### config.mk
export PLATFORM = sky130hd
export DESIGN_NAME = memristor_program_ctrl
export DESIGN_NICKNAME = d
export VERILOG_FILES = /design/src/rtl/memristor_program_ctrl.sv
export SDC_FILE = /design/constraint.sdc
export NUM_CORES = 1
export LEC_CHECK = 0
export CAP_MARGIN = 20
export CELL_PAD_IN_SITES_DETAIL_PLACEMENT = 0
export CELL_PAD_IN_SITES_GLOBAL_PLACEMENT = 2
export CORE_MARGIN = 5
export CORE_UTILIZATION = 31
export DETAILED_ROUTE_END_ITERATION = 10
export PLACE_DENSITY_LB_ADDON = 0.1
export RECOVER_POWER = 50
export SLEW_MARGIN = 20
export SYNTH_ARGS = -nofsm -noshare
export SYNTH_HDL_FRONTEND = slang
export SYNTH_SLANG_ARGS = --single-unit
### constraint.sdc
create_clock -name clk -period 3.67 [get_ports clk]
set_input_delay 1.101 -clock clk [delete_from_list [all_inputs] [get_ports clk]]
set_output_delay 1.101 -clock clk [all_outputs]
set_load 0.01 [all_outputs]
### src/rtl/memristor_program_ctrl.sv
// Program-and-verify sequencer for a single memristor cell.
// It alternates READ pulses with SET/RESET write pulses until the measured
// resistance is within TOL of the target, or until the pulse budget runs out.
//
// Ports:
//   clk, rst_n             clock (rising edge) and asynchronous active-low reset
//   start, abort           begin operation (sampled in IDLE) / terminate operation
//   target_r               target memristance in ohms, captured on accepted start
//   r_meas, r_meas_valid   measured memristance from the read path
//   v_drive, v_valid       signed cell voltage in mV, and active-pulse flag
//   busy, done             operation in progress / one-cycle completion strobe
//   success, timeout_err   sticky result flags, cleared on the next accepted start
//   pulse_count            write pulses issued in the current or last operation
module memristor_program_ctrl #(
  parameter int V_WIDTH      = 16,
  parameter int R_WIDTH      = 16,
  parameter int V_SET        = 1000,
  parameter int V_RESET      = -1000,
  parameter int V_READ       = 100,
  parameter int PULSE_CYCLES = 4,
  parameter int READ_TIMEOUT = 16,
  parameter int MAX_PULSES   = 63,
  parameter int TOL          = 200
) (
  input  logic                      clk,
  input  logic                      rst_n,
  input  logic                      start,
  input  logic                      abort,
  input  logic [R_WIDTH-1:0]        target_r,
  input  logic [R_WIDTH-1:0]        r_meas,
  input  logic                      r_meas_valid,
  output logic signed [V_WIDTH-1:0] v_drive,
  output logic                      v_valid,
  output logic                      busy,
  output logic                      done,
  output logic                      success,
  output logic                      timeout_err,
  output logic [7:0]                pulse_count
);

  typedef enum logic [2:0] {StIdle, StRead, StCompare, StPulse, StGap, StDone} state_e;

  localparam logic signed [V_WIDTH-1:0] VSetC   = V_WIDTH'(V_SET);
  localparam logic signed [V_WIDTH-1:0] VResetC = V_WIDTH'(V_RESET);
  localparam logic signed [V_WIDTH-1:0] VReadC  = V_WIDTH'(V_READ);
  localparam logic [15:0]               ReadLastC  = 16'(READ_TIMEOUT - 1);
  localparam logic [15:0]               PulseLastC = 16'(PULSE_CYCLES - 1);
  localparam logic [7:0]                MaxPulsesC = 8'(MAX_PULSES);
  localparam logic [R_WIDTH:0]          TolC       = (R_WIDTH+1)'(TOL);

  state_e                      state_q, state_d;
  logic [R_WIDTH-1:0]          target_q, target_d;
  logic [R_WIDTH-1:0]          r_cap_q, r_cap_d;
  logic                        pol_set_q, pol_set_d;
  logic [15:0]                 cnt_q, cnt_d;
  logic [7:0]                  pulse_count_q, pulse_count_d;
  logic signed [V_WIDTH-1:0]   v_drive_q, v_drive_d;
  logic                        v_valid_q, v_valid_d;
  logic                        busy_q, busy_d;
  logic                        done_q, done_d;
  logic                        success_q, success_d;
  logic                        timeout_err_q, timeout_err_d;

  // Both operands are zero-extended so the difference never overflows R_WIDTH+1 bits.
  logic signed [R_WIDTH:0] err;
  logic [R_WIDTH:0]        abs_err;
  logic                    in_tol;

  always_comb begin
    err     = $signed({1'b0, r_cap_q}) - $signed({1'b0, target_q});
    abs_err = err[R_WIDTH] ? (R_WIDTH+1)'(-err) : (R_WIDTH+1)'(err);
    in_tol  = (abs_err <= TolC);
  end

  always_comb begin
    state_d       = state_q;
    target_d      = target_q;
    r_cap_d       = r_cap_q;
    pol_set_d     = pol_set_q;
    cnt_d         = cnt_q;
    pulse_count_d = pulse_count_q;
    success_d     = success_q;
    timeout_err_d = timeout_err_q;

    unique case (state_q)
      StIdle: begin
        if (start) begin
          target_d      = target_r;
          pulse_count_d = '0;
          success_d     = 1'b0;
          timeout_err_d = 1'b0;
          cnt_d         = '0;
          state_d       = StRead;
        end
      end
      StRead: begin
        // abort takes priority over a simultaneous read result
        if (abort) begin
          state_d = StDone;
        end else if (r_meas_valid) begin
          r_cap_d = r_meas;
          state_d = StCompare;
        end else if (cnt_q == ReadLastC) begin
          timeout_err_d = 1'b1;
          state_d       = StDone;
        end else begin
          cnt_d = cnt_q + 16'd1;
        end
      end
      StCompare: begin
        if (abort) begin
          state_d = StDone;
        end else if (in_tol) begin
          success_d = 1'b1;
          state_d   = StDone;
        end else if (pulse_count_q >= MaxPulsesC) begin
          state_d = StDone;
        end else begin
          // Positive error means R is too high, so SET to lower it.
          pol_set_d     = ~err[R_WIDTH];
          pulse_count_d = pulse_count_q + 8'd1;
          cnt_d         = '0;
          state_d       = StPulse;
        end
      end
      StPulse: begin
        if (abort) begin
          state_d = StDone;
        end else if (cnt_q == PulseLastC) begin
          state_d = StGap;
        end else begin
          cnt_d = cnt_q + 16'd1;
        end
      end
      StGap: begin
        cnt_d   = '0;
        state_d = abort ? StDone : StRead;
      end
      StDone:  state_d = StIdle;
      default: state_d = StIdle;
    endcase

    if (abort && (state_q != StIdle) && (state_q != StDone)) begin
      success_d     = 1'b0;
      timeout_err_d = 1'b0;
    end

    // Outputs are registered, so they are decoded from the next state.
    v_valid_d = (state_d == StRead) || (state_d == StPulse);
    if (state_d == StRead) begin
      v_drive_d = VReadC;
    end else if (state_d == StPulse) begin
      v_drive_d = pol_set_d ? VSetC : VResetC;
    end else begin
      v_drive_d = '0;
    end
    busy_d = (state_d != StIdle);
    done_d = (state_d == StDone);
  end

  always_ff @(posedge clk or negedge rst_n) begin
    if (!rst_n) begin
      state_q       <= StIdle;
      target_q      <= '0;
      r_cap_q       <= '0;
      pol_set_q     <= 1'b0;
      cnt_q         <= '0;
      pulse_count_q <= '0;
      v_drive_q     <= '0;
      v_valid_q     <= 1'b0;
      busy_q        <= 1'b0;
      done_q        <= 1'b0;
      success_q     <= 1'b0;
      timeout_err_q <= 1'b0;
    end else begin
      state_q       <= state_d;
      target_q      <= target_d;
      r_cap_q       <= r_cap_d;
      pol_set_q     <= pol_set_d;
      cnt_q         <= cnt_d;
      pulse_count_q <= pulse_count_d;
      v_drive_q     <= v_drive_d;
      v_valid_q     <= v_valid_d;
      busy_q        <= busy_d;
      done_q        <= done_d;
      success_q     <= success_d;
      timeout_err_q <= timeout_err_d;
    end
  end

  assign v_drive     = v_drive_q;
  assign v_valid     = v_valid_q;
  assign busy        = busy_q;
  assign done        = done_q;
  assign success     = success_q;
  assign timeout_err = timeout_err_q;
  assign pulse_count = pulse_count_q;

endmodule

==> impl_metrics.toml <==
[place]
placed_cells = 844
port-buffer-count = 63
postPlaceCellArea_sq_um = 6070
post-dp-hpwl_mm = 10.7
gp_congestion = 0.868

[synth]
syn-cell-area_sq_um = 4790
synth.cells.most_frequent = "sky130_fd_sc_hd__dfrtp_1, sky130_fd_sc_hd__inv_1, sky130_fd_sc_hd__nand2_1"
synth.ff_latch_count = 70
synth-edff-count = 0
seq_area_frac_synth_pct = 36.6
async_reset_ff_share_pct = 100
synth_area_leaders = "sky130_fd_sc_hd__dfrtp_1, sky130_fd_sc_hd__ha_1, sky130_fd_sc_hd__mux2_2, sky130_fd_sc_hd__o21ai_0, sky130_fd_sc_hd__inv_1"
ys.warnings.count = 0
synth.distinct_cells = 80
most_used_standard_cell_by_instance_count_after_synthesis = "sky130_fd_sc_hd__dfrtp_1"
post-synth-top-area-cell = "sky130_fd_sc_hd__dfrtp_1"
netlist_instances = 547
synth_top_area_share_pct = 36.6
avgSynthCellArea_sq_um = 8.75
synth_top_flop_cell = "sky130_fd_sc_hd__dfrtp_1"

[routing]
via_count = 4575
routed_wl_mm = 14.5
routedWlPerCell_um = 16.4
routed_via_density = 5.18
first_pass_iters = 5
final_antenna_net_count = 0
drt_drc_violations_left = 0
drt_iter0_markers = 273

[worst_setup_path]
critical_path.max_fanout = 6
cp_data_arrival_time_ns = 4.09
rr_endpoint = "pulse_count[4]$_DFFE_PN0P_"
critical_path.endpoint_type = "flip-flop"
cp.buffers_inverters = 7
timing_startpoint_of_the_critical_path = "r_cap_q[0]$_DFFE_PN0P_"
critical_path.slowest_cell = "sky130_fd_sc_hd__or4_1"
max_stage_delay_ns = 0.51
crit_type = "flip-flop to flip-flop"
worst_r2r_path_depth = 19
path_cells = "inv_1, ha_2, fa_2, nand2b_4, a211oi_4, buf_12, buf_6, nor4_4, mux2i_2, buf_4, buf_4, o22ai_4, buf_6, a211oi_4, a2111oi_4, buf_4, and4bb_4, or4_1, a21oi_1"
cp_top_family = "compound AO/OA/AOI/OAI gates"
worst-endpoint-required_ns = 3.93
r2r_start = "r_cap_q[0]$_DFFE_PN0P_"
top_cell_by_count_worst_path = "sky130_fd_sc_hd__buf_4"
minimum_setup_slack_among_reg_to_reg_paths_ns = -0.16
worst_setup_path_start_kind = "flip-flop"

[timing]
final-max-slew-violation-count = 0
clock_skews_ns = 0.0105
postLayoutSetupSlackWorst_ns = -0.158
finalSetupViolations = 30
period_share_pct = 104
rsz0062_at_grt = "yes"
worst_pin_slew_ns = 1.46
maxSlewHeadroom_pct = 2.67
finalHoldViolCount = 0
fmax_mhz = 261
holdWs_ns = 0.489
totalNegativeSetupSlack_ns = -2.01
finalWorstPathRequiredPeriod_ns = 3.83

[clock_tree]
clkSlewWorstSetupHoldPaths_ns = 0.05
cts.root.buffer_cell = "sky130_fd_sc_hd__clkbuf_16"
cts-root-to-sink-buffers = 2
cts_num_sinks = 70
cts-buffers-inserted = 9
tritoncts = "done"
clock_insertion_delay_worst_skew_ns = 0.34
cts-htree-levels = 3

[worst_hold_path]
whs_endpoint = "target_q[0]$_DFFE_PN0P_"
holdCritPathClass = "flip-flop to flip-flop"
holdCritStartpoint = "target_q[0]$_DFFE_PN0P_"
worst_hold_path.num_cells = 2

[die]
rows = 45
chipWidth_um = 134
initial_utilization_pct = 31.5
core_area_sq_um = 15200
die_height_um = 134
design.portCount = 66
die-area_sq_um = 18000

[grt]
globalRouteTotalUtil_pct = 16.2
grt_pass1_vias = 4421
globalRoute.totalOverflow = 0
antenna_found_initial = 0
grt_max_degree = 35
grt_first_pass_wirelength_mm = 23.4

[flow_run]
drv.max_cap_violation_count = 0

[layout]
finish.cell_count_without_fillers = 883
nets = 746
drive_gt1_share_pct = 28.8
antennaDiodeCount = 0
synthToLayoutAreaGrowth_pct = 44.8
post-route-cell-area_sq_um = 6940

[outcome]
outcome = "finished, violations left"
violated_checks = "negative setup slack"
==> what timing repair did <==
item,in CTS,in global routing
pin swaps,26,27
setup endpoints to repair,32,32
hold buffers,0,0
resized for setup,37,45
cloned,1,0
buffers inserted,17,8
==> worst max-delay path by stage <==
stage                                       to  slack (ns)  depth (start not counted)
detailed placement        state_q[1]$_DFF_PN0_       -0.35                         16
floorplan                v_drive[14]$_DFF_PN0_        0.02                         14
global placement          state_q[1]$_DFF_PN0_       -0.28                         15
finish              pulse_count[4]$_DFFE_PN0P_       -0.16                         19
global route        pulse_count[4]$_DFFE_PN0P_       -0.31                         16
CTS                      v_drive[14]$_DFF_PN0_       -0.08                         17
==> tightest hold or removal path, cell delays in order (launching register included) <==
cell	delay, ns
sky130_fd_sc_hd__dfrtp_1	0.35
sky130_fd_sc_hd__nand2_1	0.05
sky130_fd_sc_hd__nand2_1	0.06
==> cells in the final DEF, fill, tap and decap left out, types with 16 or more instances in the layout <==
master / n
sky130_fd_sc_hd__nand2_1: 40
sky130_fd_sc_hd__mux2_2: 16
sky130_fd_sc_hd__buf_4: 86
sky130_fd_sc_hd__inv_1: 44
sky130_fd_sc_hd__clkdlybuf4s50_1: 62
sky130_fd_sc_hd__a21oi_1: 21
sky130_fd_sc_hd__ha_1: 16
sky130_fd_sc_hd__dfrtp_1: 70
sky130_fd_sc_hd__nor3_1: 23
sky130_fd_sc_hd__o21ai_0: 26
sky130_fd_sc_hd__o21ai_1: 20
sky130_fd_sc_hd__a31oi_1: 18
sky130_fd_sc_hd__nor2_1: 24
==> stage by stage <==
stage / util (%) / setup slack (ns)
2_1_floorplan: - / 0.0235
3_3_place_gp: 40.0 / -0.282
3_5_place_dp: 40.0 / -0.346
4_1_cts: 43.9 / -0.0787
5_1_grt: 45.6 / -0.309
6_report: 45.6 / -0.158
==> state kept, by name (all words and copies together) (netlist names) <==
signal and cells:
cnt_q 16, r_cap_q 16, target_q 16, pulse_count 8, v_drive 5, state_q 3, busy 1, done 1
pol_set_q 1, success 1, timeout_err 1, v_valid 1
==> cells by family (layout without fill, tap and decap cells) <==
logic type,Yosys count,in the layout,share of synthesized area [%]
compound gates,161,161,22.8
xor+xnor,12,12,2.51
fa+ha+maj,19,19,5.12
buf+inv,77,223,7.42
flops,70,70,36.6
mux,18,18,4.18
other cells,1,2,0.0783
simple gates,189,190,21.3
==> area by class of cell <==
class | count | area (sq um)
clock buffer | 12 | 246
clock inverter | 4 | 70.1
fill | 1518 | 8270
inverter | 45 | 169
multi-input combinational | 402 | 3030
sequential | 70 | 1750
tap | 188 | 235
timing repair buffer | 162 | 1430
==> metal layers <==
| layer | vias up | GRT usage [%] | share of wire, % |
|---|---|---|---|
| met1 | 2207 | 23.7 | 50 |
| met5 | - | 0 | 0 |
| met3 | 13 | 3.49 | 3.4 |
| met2 | 87 | 24.2 | 45 |
| met4 | 0 | 4.19 | 1.0 |
| li1 | 2268 | - | - |
Power is not shown: default switching activity piles up to over one toggle a cycle in this logic, so the estimate is an artifact.
